===== src/rtl/desroteador_pkg.sv =====
// Shared widths, word type and destination encoding for the desroteador slice.
package desroteador_pkg;

    localparam int unsigned WIDTH_DEF = 4;
    localparam int unsigned DEPTH_DEF = 2;
    localparam int unsigned CNT_W_DEF = 8;

    typedef logic [WIDTH_DEF-1:0] palavra_t;

    typedef enum logic {
        DEST_A = 1'b0,
        DEST_B = 1'b1
    } destino_t;

endpackage


===== src/rtl/desroteador_fifo_saida.sv =====
// Per-output FIFO: registered storage, wrapping pointers, occupancy count.
// Head reads as zero while empty, so nothing stale is ever presented.
module fifo_saida #(
    parameter int unsigned WIDTH = 4,
    parameter int unsigned DEPTH = 2
) (
    input  logic                     clk,
    input  logic                     reset,
    input  logic                     push,
    input  logic [WIDTH-1:0]         din,
    output logic                     full,
    input  logic                     pop,
    output logic [WIDTH-1:0]         dout,
    output logic                     valid,
    output logic [$clog2(DEPTH):0]   count
);

    localparam int unsigned PTR_W = $clog2(DEPTH);
    localparam int unsigned OCC_W = PTR_W + 1;
    localparam logic [OCC_W-1:0] C_DEPTH = OCC_W'(DEPTH);

    logic [WIDTH-1:0] r_mem [DEPTH];
    logic [PTR_W-1:0] r_wr_ptr;
    logic [PTR_W-1:0] r_rd_ptr;
    logic [OCC_W-1:0] r_count;
    logic             w_push;
    logic             w_pop;

    assign full   = (r_count == C_DEPTH);
    assign valid  = (r_count != '0);
    assign w_push = push && !full;
    assign w_pop  = pop && valid;
    assign dout   = valid ? r_mem[r_rd_ptr] : '0;
    assign count  = r_count;

    // Storage write; contents are don't-care until the count says otherwise.
    always_ff @(posedge clk) begin
        if (w_push) begin
            r_mem[r_wr_ptr] <= din;
        end
    end

    // Pointer and occupancy update; reset empties the FIFO immediately.
    always_ff @(posedge clk or posedge reset) begin
        if (reset) begin
            r_wr_ptr <= '0;
            r_rd_ptr <= '0;
            r_count  <= '0;
        end else begin
            if (w_push) begin
                r_wr_ptr <= r_wr_ptr + PTR_W'(1);
            end
            if (w_pop) begin
                r_rd_ptr <= r_rd_ptr + PTR_W'(1);
            end
            case ({w_push, w_pop})
                2'b10:   r_count <= r_count + OCC_W'(1);
                2'b01:   r_count <= r_count - OCC_W'(1);
                default: r_count <= r_count;
            endcase
        end
    end

endmodule


===== src/rtl/desroteador.sv =====
// 1-to-2 stream distributor: steers each input word to FIFO A or B by SEL
// and counts words delivered on each output.
module desroteador
    import desroteador_pkg::*;
#(
    parameter int unsigned WIDTH = WIDTH_DEF,
    parameter int unsigned DEPTH = DEPTH_DEF,
    parameter int unsigned CNT_W = CNT_W_DEF
) (
    input  logic             clk,
    input  logic             reset,
    input  logic [WIDTH-1:0] Entrada,
    input  logic             SEL,
    input  logic             ent_valid,
    output logic             ent_ready,
    output logic [WIDTH-1:0] SaidaA,
    output logic             a_valid,
    input  logic             a_ready,
    output logic [WIDTH-1:0] SaidaB,
    output logic             b_valid,
    input  logic             b_ready,
    output logic [CNT_W-1:0] cntA,
    output logic [CNT_W-1:0] cntB
);

    localparam int unsigned OCC_W = $clog2(DEPTH) + 1;
    localparam logic [OCC_W-1:0] C_DEPTH = OCC_W'(DEPTH);

    destino_t         w_sel;
    logic             w_push_a;
    logic             w_push_b;
    logic             w_full_a;
    logic             w_full_b;
    logic [OCC_W-1:0] w_count_a;
    logic [OCC_W-1:0] w_count_b;
    logic [CNT_W-1:0] r_cnt_a;
    logic [CNT_W-1:0] r_cnt_b;

    assign w_sel = destino_t'(SEL);

    // Readiness depends only on registered occupancy of the selected FIFO.
    assign ent_ready = (w_sel == DEST_B) ? (w_count_b < C_DEPTH)
                                         : (w_count_a < C_DEPTH);

    assign w_push_a = ent_valid && (w_sel == DEST_A) && !w_full_a;
    assign w_push_b = ent_valid && (w_sel == DEST_B) && !w_full_b;

    fifo_saida #(
        .WIDTH (WIDTH),
        .DEPTH (DEPTH)
    ) u_fifo_a (
        .clk   (clk),
        .reset (reset),
        .push  (w_push_a),
        .din   (Entrada),
        .full  (w_full_a),
        .pop   (a_ready),
        .dout  (SaidaA),
        .valid (a_valid),
        .count (w_count_a)
    );

    fifo_saida #(
        .WIDTH (WIDTH),
        .DEPTH (DEPTH)
    ) u_fifo_b (
        .clk   (clk),
        .reset (reset),
        .push  (w_push_b),
        .din   (Entrada),
        .full  (w_full_b),
        .pop   (b_ready),
        .dout  (SaidaB),
        .valid (b_valid),
        .count (w_count_b)
    );

    // Delivered-word counters; wrap freely.
    always_ff @(posedge clk or posedge reset) begin
        if (reset) begin
            r_cnt_a <= '0;
            r_cnt_b <= '0;
        end else begin
            if (a_valid && a_ready) begin
                r_cnt_a <= r_cnt_a + CNT_W'(1);
            end
            if (b_valid && b_ready) begin
                r_cnt_b <= r_cnt_b + CNT_W'(1);
            end
        end
    end

    assign cntA = r_cnt_a;
    assign cntB = r_cnt_b;

endmodule


===== config.mk =====
export PLATFORM = sky130hd
export DESIGN_NAME = desroteador
export DESIGN_NICKNAME = d
export VERILOG_FILES = /design/src/rtl/desroteador_pkg.sv /design/src/rtl/desroteador_fifo_saida.sv /design/src/rtl/desroteador.sv
export SDC_FILE = /design/constraint.sdc
export NUM_CORES = 1
export LEC_CHECK = 0
export CORE_MARGIN = 1
export CORE_UTILIZATION = 55
export DETAILED_ROUTE_END_ITERATION = 8
export DONT_BUFFER_PORTS = 1
export GPL_TIMING_DRIVEN = 0
export PLACE_DENSITY = 0.71
export RECOVER_POWER = 100
export SLEW_MARGIN = 20
export SYNTH_ARGS = -nofsm -noshare
export SYNTH_HDL_FRONTEND = slang
export SYNTH_SLANG_ARGS = --single-unit

===== constraint.sdc =====
create_clock -name clk -period 1.5 [get_ports clk]
set_input_delay 0.375 -clock clk [delete_from_list [all_inputs] [get_ports clk]]
set_output_delay 0.375 -clock clk [all_outputs]
set_load 0.005 [all_outputs]

==> results.json, run 1 <==
{
  "ys_top_cells_by_area": "dfrtp_1 (34%), edfxtp_1 (28%), xnor2_1 (8.5%)",
  "synth_warnings": 0,
  "path_cells": "buf_4, o21ai_4, inv_2, ha_4, xnor2_1, nor2_1, xor2_1",
  "cts_tree": "yes",
  "whs_ps": 96.6,
  "num_rows": 20,
  "antenna_left": 0,
  "rsz0062_at_grt": "true",
  "post-route-period-util_pct": 101,
  "tightest_slew_ps": 884,
  "cts_root_buffer": "clkbuf_4",
  "synthToLayoutAreaGrowth_pct": 13.6,
  "grt_use_total_pct": 17.3,
  "slew-limit-headroom_pct": 41.0,
  "grt_max_degree": 25,
  "via_per_inst": 5.13,
  "portBuffers": 0,
  "crit_buf_inv": 2,
  "crit_required_ps": 1760,
  "fin_nets": 164,
  "path_delay_family": "flip-flops",
  "cts_buffer_depth": 2,
  "max_stage_delay_ps": 470,
  "ys_ff_latch": 40,
  "drtIter0Drc": 25,
  "p_leak_nw": 0.835,
  "min_path_type": "in -> async",
  "fin_ws_ps": -17.8,
  "place_inst": 179,
  "drt-wirelength-per-cell_um": 14.1,
  "hold_viol_final": 0,
  "fin_area_um2": 1980,
  "vias": 1001,
  "netlist.area_leader.share_pct": 34.4,
  "ctsHoldBuffers": 0,
  "placed_area_um2": 1800,
  "insertion_delay_ps": 340,
  "synth_top_cell_by_area": "dfrtp_1",
  "overflow": 0,
  "syn_area_um2": 1740,
  "slew_viol_final": 0,
  "cpMaxStageDelayCell": "dfrtp_2",
  "cp-end-kind": "flip-flop",
  "critPathKind": "reg -> reg",
  "antenna_found_initial": 0,
  "r2r-start": "u_fifo_a.count[1]",
  "start_util_pct": 57.6,
  "cp.arrival_ps": 1780,
  "grt_pass1_wl_mm": 4.16,
  "fin_cells": 195,
  "syn_area_per_cell_um2": 12.9,
  "skew_ps": 5.20,
  "grt_pass1_vias": 911,
  "syn_inst": 135,
  "drcViolationCount": 0,
  "setup_viol_count_final": 2,
  "place.gp.congestion": 0.775,
  "n_antenna_cell": 0,
  "fp.dieW_um": 58.3,
  "drt-pass1-iter-count": 4,
  "critPathMaxFanout": 5,
  "clock_sinks": 40,
  "drive_above_1_share_pct": 25.2,
  "dp_hpwl_mm": 1.95,
  "start_kind": "flip-flop",
  "fillers": 231,
  "fmax_ghz": 0.659,
  "cts_buffers": 5,
  "synth.yosys.seq_area_share_pct": 62.0,
  "yosysUniqueCellTypes": 20,
  "die_area_um2": 3400,
  "vdd_drop_max_uv": 1120,
  "violations": "setup timing",
  "period_minus_slack_ps": 1520,
  "wirelength_mm": 2.76,
  "chipHeight_um": 58.3,
  "cellPowerDensity_nw_per_um2": 1960,
  "critPathLaunch": "u_fifo_a.count[1]",
  "ioPinCount": 37,
  "status": "complete, but fails checks",
  "clkTransAtPathRegs_ps": 110,
  "syn_nets": 149,
  "htreeDepth": 2,
  "drv_cap": 0,
  "core_area_um2": 3030
}
[kinds of logic after synthesis]
kind of cell,count (synthesis),synth area share [%]
adders and majority gates,4,2.87
muxes,9,5.17
xor gates and xnor gates,24,12.1
DFF,40,62.0
AOI/OAI and AO/OA,3,2.58
buffers and inverters,11,2.80
and+or+nand+nor,44,12.6
[Yosys cell counts (all sizes together)]
cell    number
ha           4
and3         2
nand4        6
o211ai       1
nor2        18
xor2         7
nand2b       1
nand2       10
dfrtp       24
nor3         4
edfxtp      16
mux2i        9
xnor2       17
buf          1
clkbuf       2
nand3        2
inv          8
nand3b       1
o21ai        2
[cell type report]
type / count / area [um2] / share of cell area (%)
sequential: 40 / 1090 / 54.9
multi-input combinational: 84 / 649 / 32.8
timing repair buffer: 10 / 71.3 / 3.60
tap: 44 / 55.1 / 2.78
clock buffer: 6 / 41.3 / 2.08
clock inverter: 2 / 35.0 / 1.77
inverter: 8 / 30.0 / 1.52
buffer: 1 / 11.3 / 0.569
[timing repair]
action	in CTS	in global routing
setup endpoints to repair	12	12
pin swaps	2	6
buffers inserted	3	7
resized for setup	9	4
[metrics by stage]
stage / worst slack (ps) / power (W) / setup TNS (ps) / utilization, %
2_1_floorplan: 69.0 / 0.00273 / 0 / -
3_3_place_gp: -24.8 / 0.00290 / -24.8 / 59.4
3_5_place_dp: -108 / 0.00297 / -149 / 59.4
4_1_cts: -4.02 / 0.00373 / -4.02 / 63.1
5_1_grt: -89.9 / 0.00414 / -671 / 65.4
6_report: -17.8 / 0.00389 / -19.6 / 65.4
[state kept, by name, summed over array words and instances, names as in the netlist]
register           cells
u_fifo_a.count         2
u_fifo_b.r_rd_ptr      1
u_fifo_b.r_wr_ptr      1
cntA                   8
u_fifo_b.count         2
u_fifo_a.r_mem         8
u_fifo_b.r_mem         8
u_fifo_a.r_wr_ptr      1
cntB                   8
u_fifo_a.r_rd_ptr      1
[power by group]
| part | internal, W | total [W] | switching [W] |
|---|---|---|---|
| logic | 0.000666 | 0.00129 | 0.000629 |
| registers | 0.00149 | 0.00191 | 0.000426 |
| clock network | 0.000349 | 0.000682 | 0.000332 |
| total | 0.00250 | 0.00389 | 0.00139 |
[worst reg2reg max path: stages (launching register included)]
cell and delay (ps):
dfrtp_2 470, buf_4 160, o21ai_4 130, inv_2 90, ha_4 160, xnor2_1 120
nor2_1 120, xor2_1 180
[path summary, 6_finish.rpt]
| check | end | slack [ps] | depth (start not counted) |
|---|---|---|---|
| hold reg to reg | cntB[7] | 500 | 1 |
| max in group asynchronous | u_fifo_b.r_rd_ptr | 800 | 1 |
| setup / recovery | u_fifo_a.count[1] | -20 | 7 |
| hold / removal | cntA[2] | 100 | 1 |
| setup reg to reg | u_fifo_a.count[1] | -20 | 7 |
| min in group clk | u_fifo_a.r_mem[1][1] | 120 | 0 |
[cells in the final DEF, fill, tap and decap left out]
cell type	Yosys	routed
inv_1	5	5
o211ai_2	1	1
and3_1	2	2
dfrtp_1	24	19
buf_4	0	9
nand4_1	6	6
bufinv_16	0	1
nand3_1	2	2
nand2_1	10	10
nor2_2	0	3
nand2b_1	1	1
clkbuf_1	2	2
xnor2_1	17	17
ha_4	0	1
dfrtp_2	0	5
nor2_1	18	13
nand3b_1	1	1
mux2i_1	9	9
xor2_1	7	7
o21ai_4	2	2
clkinv_2	0	1
edfxtp_1	16	16
nor2_4	0	2
nor3_2	4	4
ha_1	4	3
buf_6	1	1
inv_2	3	3
clkbuf_4	0	5
[metal layers]
metal	up-vias	share of wire, %	track usage (%)
li1	486	-	-
met2	30	50	27.1
met5	-	0	0
met3	6	5.5	8.13
met4	0	1.6	6.80
met1	479	43	20.8
Power figures use the tool's default switching activity.
==> inputs of run 2 (changes only) <==
SYNTH_HIERARCHICAL = 1   (was unset)
TNS_END_PERCENT = 100   (was unset)
==> run 2 against run 1 <==
Against the previous run:
- the run still ends with setup timing left
- sequential share of layout area fell by 0.95 points
- non-clock buffer count rose by 1
- critical path type unchanged
- combinational power rose by 13%
- largest power group unchanged
- register-to-register slack got worse by 60 ps
- largest cell class unchanged
==> results.json, run 2 <==
{
  "synth-edff-count": 16,
  "die_area_um2": 3410,
  "max_stage_delay_ps": 450,
  "vdd_drop_max_uv": 1010,
  "skew_ps": 11.8,
  "syn_area_per_cell_um2": 13.1,
  "grt_use_total_pct": 17.7,
  "fp.dieW_um": 58.4,
  "cts_tree": "yes",
  "grt_pass1_wl_mm": 4.31,
  "n_antenna_cell": 0,
  "crit_required_ps": 1750,
  "period_minus_slack_ps": 1570,
  "min-delay-start": "Entrada[3]",
  "rsz0062_at_grt": "true",
  "power.total_w": 0.00385,
  "synth_top_cell_by_area": "dfrtp_1",
  "fmax_ghz": 0.635,
  "grt_pass1_vias": 953,
  "grt_max_degree": 17,
  "reg2reg_depth": 8,
  "place.gp.congestion": 0.681,
  "num_rows": 20,
  "cpMaxStageDelayCell": "dfrtp_2",
  "slew-limit-headroom_pct": 57.5,
  "regToRegEndpoint": "u_fifo_a/count[1]",
  "place_ws_ps": -166,
  "hold_viol_final": 0,
  "yosysMostFrequentCell": "dfrtp_1",
  "ff2ff_setup_slack_ps": -70,
  "cellPowerDensity_nw_per_um2": 1910,
  "start_kind": "flip-flop",
  "clkTransAtPathRegs_ps": 110,
  "r2r-start": "u_fifo_a/count[1]",
  "synth_warnings": 6,
  "post-route-period-util_pct": 105,
  "drcViolationCount": 0,
  "async_flop_share_pct": 60.0,
  "setup_viol_count_final": 5,
  "synth.yosys.seq_area_share_pct": 61.7,
  "ys_ff_latch": 40,
  "yosysUniqueCellTypes": 24,
  "mostFrequentLayoutCell": "dfrtp_1",
  "cp-end-kind": "flip-flop",
  "drive_above_1_share_pct": 31.1,
  "cts_root_buffer": "clkbuf_4",
  "synth_commonest_cells": "dfrtp_1 (24), xnor2_1 (17), edfxtp_1 (16)",
  "drtIter0Drc": 51,
  "htreeDepth": 2,
  "holdPathStages": 0,
  "cts_buffers": 5,
  "drt-wirelength-per-cell_um": 14.2,
  "status": "complete, but fails checks",
  "slew_viol_final": 0,
  "cts_buffer_depth": 2,
  "final_cell_mix": "dfrtp_1 (20), xnor2_1 (16), edfxtp_1 (16), nand2_1 (9), nor2_1 (9)",
  "dp_hpwl_mm": 1.99,
  "path_cells": "nand2b_4, inv_2, nor3b_2, nand2_2, ha_4, xnor2_2, nor2_1, xor2_1",
  "insertion_delay_ps": 330,
  "synthToLayoutAreaGrowth_pct": 14.9,
  "core_area_um2": 3030,
  "critPathMaxFanout": 3,
  "ioPinCount": 37,
  "portBuffers": 0,
  "ys_top_cells_by_area": "dfrtp_1 (34%), edfxtp_1 (27%), xnor2_1 (8.5%)",
  "fin_ws_ps": -74.9,
  "fin_nets": 164,
  "clock_sinks": 40,
  "place_inst": 178,
  "vias": 995,
  "syn_area_um2": 1750,
  "syn_nets": 148,
  "antenna_found_initial": 0,
  "drt-pass1-iter-count": 4,
  "fin_cells": 195,
  "p_leak_nw": 0.859,
  "critPathKind": "reg -> reg",
  "start_util_pct": 57.9,
  "drv_cap": 0,
  "wirelength_mm": 2.78,
  "syn_inst": 134,
  "overflow": 0,
  "min_path_type": "in -> reg",
  "min_to": "u_fifo_a/r_mem[0][3]",
  "antenna_left": 0,
  "chipHeight_um": 58.4,
  "netlist.area_leader.share_pct": 34.3,
  "tightest_slew_ps": 636,
  "via_per_inst": 5.10,
  "synth_top_flop_cell": "dfrtp_1",
  "cp.arrival_ps": 1830,
  "violations": "setup timing"
}
-- run 2: cell count changes after synthesis, sizes merged, moves of 2 or more --
cell | before | now
and3 | 2 | 5
buf | 1 | 3
clkbuf | 2 | 0
mux2 | 0 | 2
nor2 | 18 | 16
nor2b | 0 | 2
nor3 | 4 | 1
o21ai | 2 | 0
-- run 2: through the flow --
step / util, % / hold slack (ps) / instance area, um2 / TNS, ps
finish: 66.5 / 126 / 2010 / -122
global route: 66.5 / 86.8 / 2010 / -1960
CTS: 64.1 / 104 / 1940 / -306
detailed placement: 60.1 / 158 / 1820 / -894
global placement: 60.1 / 157 / 1820 / -231
floorplan: - / 141 / 1760 / 0
-- run 2: kinds of logic (layout without fill, tap and decap cells) --
family | count (synthesis) | in the layout | share of synthesized area [%]
DFF | 40 | 40 | 61.7
muxes | 11 | 11 | 6.64
buffers and inverters | 10 | 27 | 2.71
and+or+nand+nor | 45 | 45 | 14.1
adders and majority gates | 4 | 4 | 2.86
xor gates and xnor gates | 24 | 24 | 12.0
-- run 2: per-layer routing --
metal	part of all wire [%]	up-vias	routed length, um	global-route usage, %
met5	0	-	0	0
met4	0.86	0	24	8.16
met3	4.5	4	126	5.93
met2	55	24	1540	29.2
met1	39	488	1080	20.9
li1	-	479	-	-
-- run 2: what timing repair did --
item | in CTS | in global routing
buffers inserted | 6 | 3
endpoints found under the setup margin | 22 | 26
hold endpoints to repair | 14 | 0
hold buffers | 1 | 0
pin swaps | 3 | 14
gates resized for setup | 8 | 16
-- run 2: worst max path at each step --
stage	from	to	slack [ps]
floorplan	u_fifo_a/count[0]	u_fifo_a/count[1]	9
detailed placement	u_fifo_a/count[0]	u_fifo_a/count[1]	-170
CTS	u_fifo_a/count[0]	u_fifo_a/count[1]	-60
global route	u_fifo_a/count[0]	u_fifo_a/count[1]	-140
global placement	u_fifo_a/count[0]	u_fifo_a/count[1]	-100
finish	u_fifo_a/count[1]	u_fifo_a/count[1]	-70
-- run 2: final cells by class --
class                      count  area [um2]
fill                         248        1010
clock inverter                 1        5.00
timing repair buffer          10        85.1
buffer                         2        16.3
sequential                    40        1090
multi-input combinational     84         694
clock buffer                   7        45.0
tap                           44        55.1
inverter                       7        26.3
-- run 2: critical path, delay by kind of cell, from the launching register on --
family                     cells  cell delay [ps]
adders and majority gates      1              180
DFF                            1              450
and+or+nand+nor                4              560
xor gates and xnor gates       2              270
buffers and inverters          1               30
-- run 2: report_power, final --
part           internal, W  total [W]  switching [W]
Combinational     0.000784    0.00146       0.000673
Clock             0.000183   0.000496       0.000313
Sequential         0.00150    0.00190       0.000398
==> inputs of run 3 (changes only) <==
CTS_CLUSTER_DIAMETER = 200   (was unset)
clock period = 1.3 ns   (was 1.5 ns; I/O delays follow)
==> run 3 against run 2 <==
Against the previous run:
- the run still ends with setup timing left
- first-iteration DRC count decreased by 3.9%
- via count is 3.1% higher
- sequential share of layout area decreased by 4.8 points
- worst setup slack worse by 170 ps
- largest power group unchanged
- routed wire length increased by 7.1%
- highest routed layer is now met3
- global-route usage is 0.92 points higher
- final cell count rose by 1.5%
==> results.json, run 3 (synthesized netlist as in run 2, its figures left out) <==
{
  "post-route-period-util_pct": 118,
  "num_rows": 20,
  "skew_ps": 17.2,
  "wirelength_mm": 2.97,
  "htreeDepth": 2,
  "top_layer_used": "met3",
  "drive_above_1_share_pct": 44.8,
  "hold_viol_final": 0,
  "placed_area_um2": 1860,
  "overflow": 0,
  "path_cells": "buf_6, nor2_4, nor2_1",
  "antenna_left": 0,
  "cts_buffer_depth": 2,
  "antenna_found_initial": 0,
  "final_util_pct": 72.9,
  "fp.dieW_um": 58.4,
  "holdPathStages": 0,
  "cts_root_buffer": "clkbuf_4",
  "vias": 1026,
  "tightest_slew_ps": 575,
  "rsz0062_at_grt": "true",
  "min_to": "u_fifo_a/r_mem[1][3]",
  "met1Wirelength_mm": 1.16,
  "period_minus_slack_ps": 1540,
  "die_area_um2": 3410,
  "crit_buf_inv": 1,
  "drcViolationCount": 0,
  "drtIter0Drc": 49,
  "grt_pass1_wl_mm": 4.63,
  "reg2reg_depth": 6,
  "critPathKind": "reg -> out",
  "clock_sinks": 40,
  "cp.arrival_ps": 1220,
  "mostFrequentLayoutCell": "dfrtp_1",
  "insertion_delay_ps": 340,
  "clkTransAtPathRegs_ps": 120,
  "grt_use_total_pct": 18.6,
  "fin_area_um2": 2210,
  "slew-limit-headroom_pct": 61.6,
  "drt-wirelength-per-cell_um": 15.0,
  "met2_length_mm": 1.63,
  "wl_met3_um": 176,
  "r2r-start": "u_fifo_a/count[1]",
  "register_area_um2": 1080,
  "via_per_inst": 5.18,
  "multiInputGateArea_um2": 840,
  "grt_pass1_vias": 1058,
  "path_delay_family": "flip-flops",
  "cts_buffers": 5,
  "fillers": 199,
  "fin_ws_ps": -240,
  "ff2ff_setup_slack_ps": -190,
  "min-delay-start": "Entrada[3]",
  "cp-end-kind": "primary output",
  "status": "complete, but fails checks",
  "cts_tree": "yes",
  "place_inst": 178,
  "fmax_ghz": 0.649,
  "whs_ps": 72.3,
  "place_ws_ps": -320,
  "vdd_drop_max_uv": 1410,
  "min_path_type": "in -> reg",
  "chipHeight_um": 58.4,
  "violations": "setup timing",
  "fin_nets": 167,
  "core_area_um2": 3030,
  "p_leak_nw": 0.995,
  "slew_viol_final": 0,
  "fin_cells": 198,
  "start_kind": "flip-flop",
  "grt_max_degree": 17,
  "drv_cap": 0,
  "place.gp.congestion": 0.735,
  "start_util_pct": 57.9,
  "cpMaxStageDelayCell": "dfrtp_1",
  "max_stage_delay_ps": 420,
  "crit_required_ps": 980,
  "regToRegEndpoint": "u_fifo_a/r_mem[0][1]",
  "final_cell_mix": "dfrtp_1 (22), edfxtp_1 (16), buf_4 (11), xnor2_1 (10), mux2i_1 (8)",
  "dp_hpwl_mm": 2.03,
  "drt-pass1-iter-count": 6,
  "critPathMaxFanout": 6,
  "synthToLayoutAreaGrowth_pct": 25.9,
  "setup_viol_count_final": 43,
  "portBuffers": 0,
  "ioPinCount": 37,
  "n_antenna_cell": 0,
  "cellPowerDensity_nw_per_um2": 2310
}
## run 3: worst reg2reg max path, stage by stage, from the launching register on
cell      delay [ps]
dfrtp_2          470
nand2b_4          90
inv_2             30
nor3b_2          200
nand2_2          100
buf_4            160
nor2_4           140
## run 3: what timing repair did
action	CTS	global route
gates resized for setup	22	27
endpoints found under the hold margin	24	0
setup buffers	10	3
pin swaps	15	16
endpoints found under the setup margin	45	43
hold buffers	1	0
## run 3: power breakdown
group	internal, W	leakage [nW]	total (W)	switching, W
Sequential	0.00172	0.439	0.00224	0.000517
Combinational	0.00112	0.513	0.00206	0.000941
Clock	0.000403	0.0422	0.000787	0.000384
## run 3: worst max-delay path by stage
stage,start,end,slack (ps),cells after the start
floorplan,u_fifo_a/count[0],u_fifo_a/count[1],-170,8
global placement,u_fifo_a/count[0],u_fifo_a/r_mem[0][1],-300,5
detailed placement,u_fifo_a/count[0],u_fifo_a/r_mem[0][1],-320,5
CTS,u_fifo_a/count[1],u_fifo_a/r_mem[0][2],-210,6
global route,u_fifo_a/count[1],u_fifo_a/count[1],-320,8
finish,u_fifo_a/count[0],SaidaA[3],-240,3
## run 3: stage by stage
| step | setup TNS (ps) | power [W] |
|---|---|---|
| finish | -4540 | 0.00509 |
| detailed placement | -5060 | 0.00364 |
| global placement | -4190 | 0.00355 |
| global route | -7350 | 0.00540 |
| floorplan | -984 | 0.00333 |
| CTS | -3560 | 0.00476 |
## run 3: metal layers
metal | track usage [%] | vias to the layer above
li1 | - | 487
met1 | 20.6 | 507
met2 | 32.7 | 32
met3 | 7.91 | 0
met4 | 5.10 | 0
met5 | 0 | -
## run 3: layout make-up
type                            count  area share [%]
Sequential cell                    40            49.1
Multi-Input combinational cell     84            38.1
Timing Repair Buffer               14            5.22
Tap cell                           44            2.50
Clock buffer                        6            1.87
Clock inverter                      2            1.59
Inverter                            7            1.30
Buffer                              1           0.340
